**src/rtl/fifo_wptr_full.sv**
```systemverilog
`default_nettype none
// +--------------------------------------------------------------------------+
// | fifo_wptr_full                                                           |
// | Write-domain pointer, full/level/almost-full/overflow flags for an       |
// | async FIFO. Optional almost-full comparator: FIFO_ALMOST_FULL_EN.       |
// | Revision: 1.0                                                            |
// +--------------------------------------------------------------------------+
module fifo_wptr_full #(
  parameter int FIFO_DEPTH     = 16,
  parameter int FIFO_DEPTH_BIT = 4,
  parameter int SYNC_STAGES    = 2,
  parameter int ALMOST_FULL_TH = 12
) (
  input  logic                    w_clk,
  input  logic                    w_rst,
  input  logic                    w_en,
  input  logic [FIFO_DEPTH_BIT:0] r_gray_ptr,
  output logic [FIFO_DEPTH_BIT-1:0] write_addr,
  output logic [FIFO_DEPTH_BIT:0] w_gray_ptr,
  output logic                    flag_full,
  output logic                    flag_almost_full,
  output logic [FIFO_DEPTH_BIT:0] w_level,
  output logic                    w_ovf
);

  localparam int N = FIFO_DEPTH_BIT;

  // Parameter legality is checked at elaboration; nothing is built here.
  if (FIFO_DEPTH != (1 << FIFO_DEPTH_BIT)) begin : g_bad_depth
    $error("fifo_wptr_full: FIFO_DEPTH must equal 2**FIFO_DEPTH_BIT");
  end
  if (SYNC_STAGES < 2) begin : g_bad_sync
    $error("fifo_wptr_full: SYNC_STAGES must be >= 2");
  end
  if (ALMOST_FULL_TH < 1 || ALMOST_FULL_TH > FIFO_DEPTH) begin : g_bad_th
    $error("fifo_wptr_full: ALMOST_FULL_TH out of range");
  end

  logic [N:0] w_bin_q, w_bin_d;
  logic [N:0] gray_q, gray_d;
  logic [N:0] sync_q [SYNC_STAGES];
  logic [N:0] rq_gray, rq_bin;
  logic [N:0] level_q, level_d;
  logic       full_q, full_d;
  logic       ovf_q;
  logic       wr_ok;

  assign wr_ok   = w_en && !full_q;
  assign w_bin_d = w_bin_q + {{N{1'b0}}, wr_ok};
  assign gray_d  = w_bin_d ^ (w_bin_d >> 1);
  assign rq_gray = sync_q[SYNC_STAGES-1];

  always_comb begin
    rq_bin = '0;
    for (int i = 0; i <= N; i++) begin
      rq_bin[i] = ^(rq_gray >> i);
    end
  end

  // Full when the write pointer is exactly one lap ahead of the synced read pointer.
  assign full_d  = (gray_d == {~rq_gray[N:N-1], rq_gray[N-2:0]});
  assign level_d = w_bin_d - rq_bin;

  always_ff @(posedge w_clk) begin
    if (w_rst) begin
      w_bin_q <= '0;
      gray_q  <= '0;
      full_q  <= 1'b0;
      level_q <= '0;
      ovf_q   <= 1'b0;
      for (int i = 0; i < SYNC_STAGES; i++) begin
        sync_q[i] <= '0;
      end
    end else begin
      w_bin_q <= w_bin_d;
      gray_q  <= gray_d;
      full_q  <= full_d;
      level_q <= level_d;
      if (w_en && full_q) begin
        ovf_q <= 1'b1;
      end
      sync_q[0] <= r_gray_ptr;
      for (int i = 1; i < SYNC_STAGES; i++) begin
        sync_q[i] <= sync_q[i-1];
      end
    end
  end

`ifdef FIFO_ALMOST_FULL_EN
  localparam logic [N:0] AF_TH = (N+1)'(ALMOST_FULL_TH);
  logic af_q;

  always_ff @(posedge w_clk) begin
    if (w_rst) begin
      af_q <= 1'b0;
    end else begin
      af_q <= (level_d >= AF_TH);
    end
  end

  assign flag_almost_full = af_q;
`else
  assign flag_almost_full = 1'b0;
`endif

  assign write_addr = w_bin_q[N-1:0];
  assign w_gray_ptr = gray_q;
  assign flag_full  = full_q;
  assign w_level    = level_q;
  assign w_ovf      = ovf_q;

endmodule
`default_nettype wire

```
**config.mk**
```make
export PLATFORM = sky130hd
export DESIGN_NAME = fifo_wptr_full
export DESIGN_NICKNAME = d
export VERILOG_FILES = /design/src/rtl/fifo_wptr_full.sv
export SDC_FILE = /design/constraint.sdc
export NUM_CORES = 1
export LEC_CHECK = 0
export ABC_AREA = 1
export CAP_MARGIN = 5
export CORE_ASPECT_RATIO = 0.75
export CORE_UTILIZATION = 50
export CTS_CLUSTER_DIAMETER = 50
export DETAILED_ROUTE_END_ITERATION = 7
export PLACE_DENSITY = 0.87
export SKIP_LAST_GASP = 1
export SYNTH_ARGS = -nofsm -noshare
export SYNTH_HDL_FRONTEND = slang
export SYNTH_SLANG_ARGS = --single-unit
```
**constraint.sdc**
```tcl
create_clock -name w_clk -period 5.2 [get_ports w_clk]
set_clock_uncertainty 0.1 [all_clocks]
set_input_delay 0.78 -clock w_clk [delete_from_list [all_inputs] [get_ports w_clk]]
set_output_delay 0.78 -clock w_clk [all_outputs]
set_load 0.01 [all_outputs]
```
==> impl.org <==
** Worst setup path
- Data on the critical path is required at its endpoint by 5.33 ns.
- Crit path DAT :: 2.88 ns
- By startpoint and endpoint, the worst setup path is classified as in2reg.
- Maximum fanout count along the critical path :: 4
- The worst setup path is launched from an input pin.
- First element of the critical path :: w_en
- The endpoint identified for the worst register-to-register timing path is w_level[4].
- Launch point of the worst reg-to-reg path :: sync_q[0][8]
- Slack of the worst reg-to-reg path :: 2.75 ns
- Logic depth of the worst register-to-register path :: 15
- Crit path capture type :: register

** Detailed routing
- Antenna Violating Nets Remaining :: 0
- Via density :: 4.49
- Detailed-route via count :: 960
- Average wire per cell in the routed design :: 10.0 um
- Number of design-rule violations left by the first detailed-router iteration :: 19
- DRT Pass-1 Iters :: 4
- After detailed routing, the number of remaining DRC violations is 0.
- Summed over all layers, the routed wires come to 2.14 mm.

** Floorplan
- Vertical die dimension :: 44.6 um
- For this configuration, the core starts out at a cell density of 0.528.
- After floorplanning, the core was sized to cover 2290 um2.
- Count of boundary I/O pins :: 25
- The floorplan step defined a die boundary enclosing 2620 um2.
- Std-Cell Rows :: 15
- The floorplan step set the die width to 58.8 um.

** Finish
- For this run, the share of the core covered by cells in the final layout is 0.663.
- In the final layout, the share of cells above drive strength 1 is 0.0944.
- Leaving out fill and tap cells, the most frequent cell in the layout is inv_1.
- 0 antenna diodes ended up in the layout.
- Leading cell types in the layout, fill and taps excluded :: inv_1 (29), nor2_1 (28), nand2_1 (27)
- Compared with the post-synthesis result, the final layout area differs by 25.7%.
- Post-layout nets :: 195

** Synthesis
- Fraction of synthesized area in multiplexers :: 0
- Dominant register cell in the synthesized netlist :: dfxtp_1
- Counting every instance in the synthesized netlist gives 156.
- The area fraction in compound gates after synthesis came to 0.0290.
- Yosys printed 0 warnings.
- Average cell area after synthesis :: 7.75 um2
- FFs w/ async S/R, synth :: 0
- Sequential element share of the synthesized area :: 0.431
- Number of enable flip-flop cells after synthesis :: 0
- Of the total synthesized cell area, the portion taken by XOR and XNOR cells is 0.0725.
- Syn Std Cell Area :: 1210 um2
- By area the synthesized netlist is led by dfxtp_1 (43%), inv_1 (9.0%), nor2_1 (8.7%), nand2_1 (8.4%), ha_1 (5.2%).
- Of the post-synthesis cell area, the dominant cell type holds 0.431.
- Total of flip-flops plus latches after synthesis :: 26
- Cell taking the most area after synthesis :: dfxtp_1
- Of the total synthesized cell area, the portion taken by full adders, half adders and majority gates is 0.0683.
- After synthesis, the largest family of logic cells by area is simple AND/OR/NAND/NOR gates.
- After synthesis, the netlist uses 24 different library cells.
- Share of synthesized cell area in and, or, nand and nor gates :: 0.286
- The number of nets handed over by synthesis was 170.

** Clock tree
- H-tree level count :: 1
- Clock sink count :: 26
- CTS Root Buffer Type :: clkbuf_4
- After clock tree synthesis, the repair step resized 0 gates.
- TritonCTS built the clock tree.
- Deepest clock path buffer count :: 2
- CTS hold repair buffers :: 0
- In this run the post-CTS setup repair buffer count came out at 0.
- After clock tree synthesis, the clock-pin slew on the worst setup and hold paths is 0.14 ns.
- Clock network latency to the later pin of the worst-skew pair :: 0.32 ns
- TritonCTS Buffers :: 3

** Run status
- Outcome :: finished clean

** Global routing
- The first global-routing pass estimated 3.71 mm of wire.
- Total routing usage reported by global routing :: 0.192
- Largest net degree at the start of global routing :: 24
- The initial antenna violation count was 0.
- Via count of the first global-routing pass :: 875
- Remaining Overflow, GRT :: 0

** Power
- Relative contribution of sequential cells to total power :: 0.483
- The share of total power dissipated in the clock network is 0.298.
- The internal portion of the total power is 0.340 mW.
- In this run the power density over the cells is 300 nW/um2.
- Logic pwr share :: 0.219
- Leakage :: 0.706 nW
- Of the total power, the share spent switching nets is 0.255.
- IR analysis of the VDD net gives a maximum drop of 0.217 mV.
- In this run the power spent charging and discharging nets is 0.116 mW.

** Timing
- Accumulated negative setup slack :: 0 ns
- Share of the clock period used by the worst path after layout :: 0.529
- Derived from the worst setup path, the maximum achievable clock frequency is 363 MHz.
- The count of endpoints failing hold in the final timing report was 0.
- Worst-margin pin slew :: 0.787 ns
- Setup repair after global routing left no endpoint under its margin.
- Post-layout minimum cycle time :: 2.75 ns
- Setup violations remaining at the end of the flow were counted as 0.
- Measured against its own limit, the worst slew margin works out to 0.474.
- Number of pins with negative max-slew slack in the final report :: 0

** Min path
- The path with the worst hold slack has its endpoint at sync_q[0][9].
- Worst hold start :: sync_q[0][4]
- Hold depth :: 2
- Hold Crit Class :: reg2reg

** Job
- Max-cap violations in this run came to 0.

** Place
- Routability-driven placement finished with a final weighted congestion of 0.832.
- HPWL after detailed placement :: 1.66 mm
- The count of buffers added on input and output ports is 23.
## worst max path at each step
stage / slack, ns / end / depth (start not counted)
finish: 2.45 / w_level[4] / 13
global route: 2.28 / w_level[4] / 13
CTS: 2.44 / w_level[4] / 13
detailed placement: 2.09 / w_level[4] / 13
global placement: 2.17 / w_level[3] / 13
floorplan: 2.69 / w_level[4] / 12
## cell usage after synthesis, types with 2 or more instances
library cell and count:
dfxtp_1 26, nand3_1 9, nand2_4 3, nand2_1 27, clkbuf_1 2, nand2_2 2, nor2_1 28, nand3_2 2
nand4_1 2, ha_1 5, o21ai_0 2, xor2_1 4, inv_1 29, a21oi_1 5
## power by group through the flow
stage	clock network [mW]	registers, mW	logic (mW)
3_5_place_dp	0	0.225	0.0991
3_3_place_gp	0	0.224	0.0963
6_report	0.136	0.220	0.0998
4_1_cts	0.139	0.221	0.101
2_1_floorplan	0	0.230	0.0544
5_1_grt	0.148	0.222	0.112
## layout make-up
type	count	area, um2
clock buffer	3	22.5
clock inverter	1	30.0
fill	210	771
inverter	31	119
multi-input combinational	96	554
sequential	26	520
tap	34	42.5
timing repair buffer	23	230
## critical path: stages
cell	delay [ns]
clkdlybuf4s50_1	0.42
inv_1	0.06
nor2_1	0.04
ha_1	0.20
ha_1	0.40
inv_1	0.13
fa_1	0.42
inv_1	0.09
nand3_1	0.08
nand2_1	0.09
nand3_1	0.07
nand2_1	0.06
nor2_1	0.04
## cell families after synthesis
logic type                 count (synthesis)
AOI/OAI and AO/OA                          7
other                                      1
xor gates and xnor gates                   7
DFF                                       26
buffers and inverters                     34
adders and majority gates                  6
and+or+nand+nor                           75
## routing by layer
layer | global-route usage | part of all wire | wire length [um]
met5 | 0 | 0 | 0
met1 | 0.236 | 0.46 | 979
met2 | 0.323 | 0.47 | 1020
met4 | 0.0429 | 0.0042 | 9
met3 | 0.0702 | 0.063 | 134
## state kept, by name, indices dropped and copies added, names as in the netlist
| register | cells |
|---|---|
| w_gray_ptr | 4 |
| w_level | 5 |
| sync_q | 10 |
| w_ovf | 1 |
| w_bin_q | 5 |
| flag_full | 1 |
## metrics by stage
| step | cells | instance area (um2) | total power, mW | hold WS [ns] | setup WS (ns) |
|---|---|---|---|---|---|
| floorplan | 156 | 1210 | 0.284 | 0.288 | 2.69 |
| detailed placement | 210 | 1470 | 0.324 | 0.295 | 2.09 |
| CTS | 214 | 1520 | 0.461 | 0.313 | 2.44 |
| global placement | 210 | 1470 | 0.321 | 0.289 | 2.17 |
| finish | 214 | 1520 | 0.456 | 0.310 | 2.45 |
| global route | 214 | 1520 | 0.483 | 0.336 | 2.28 |
Note: power is estimated with default switching activity, not from simulation.
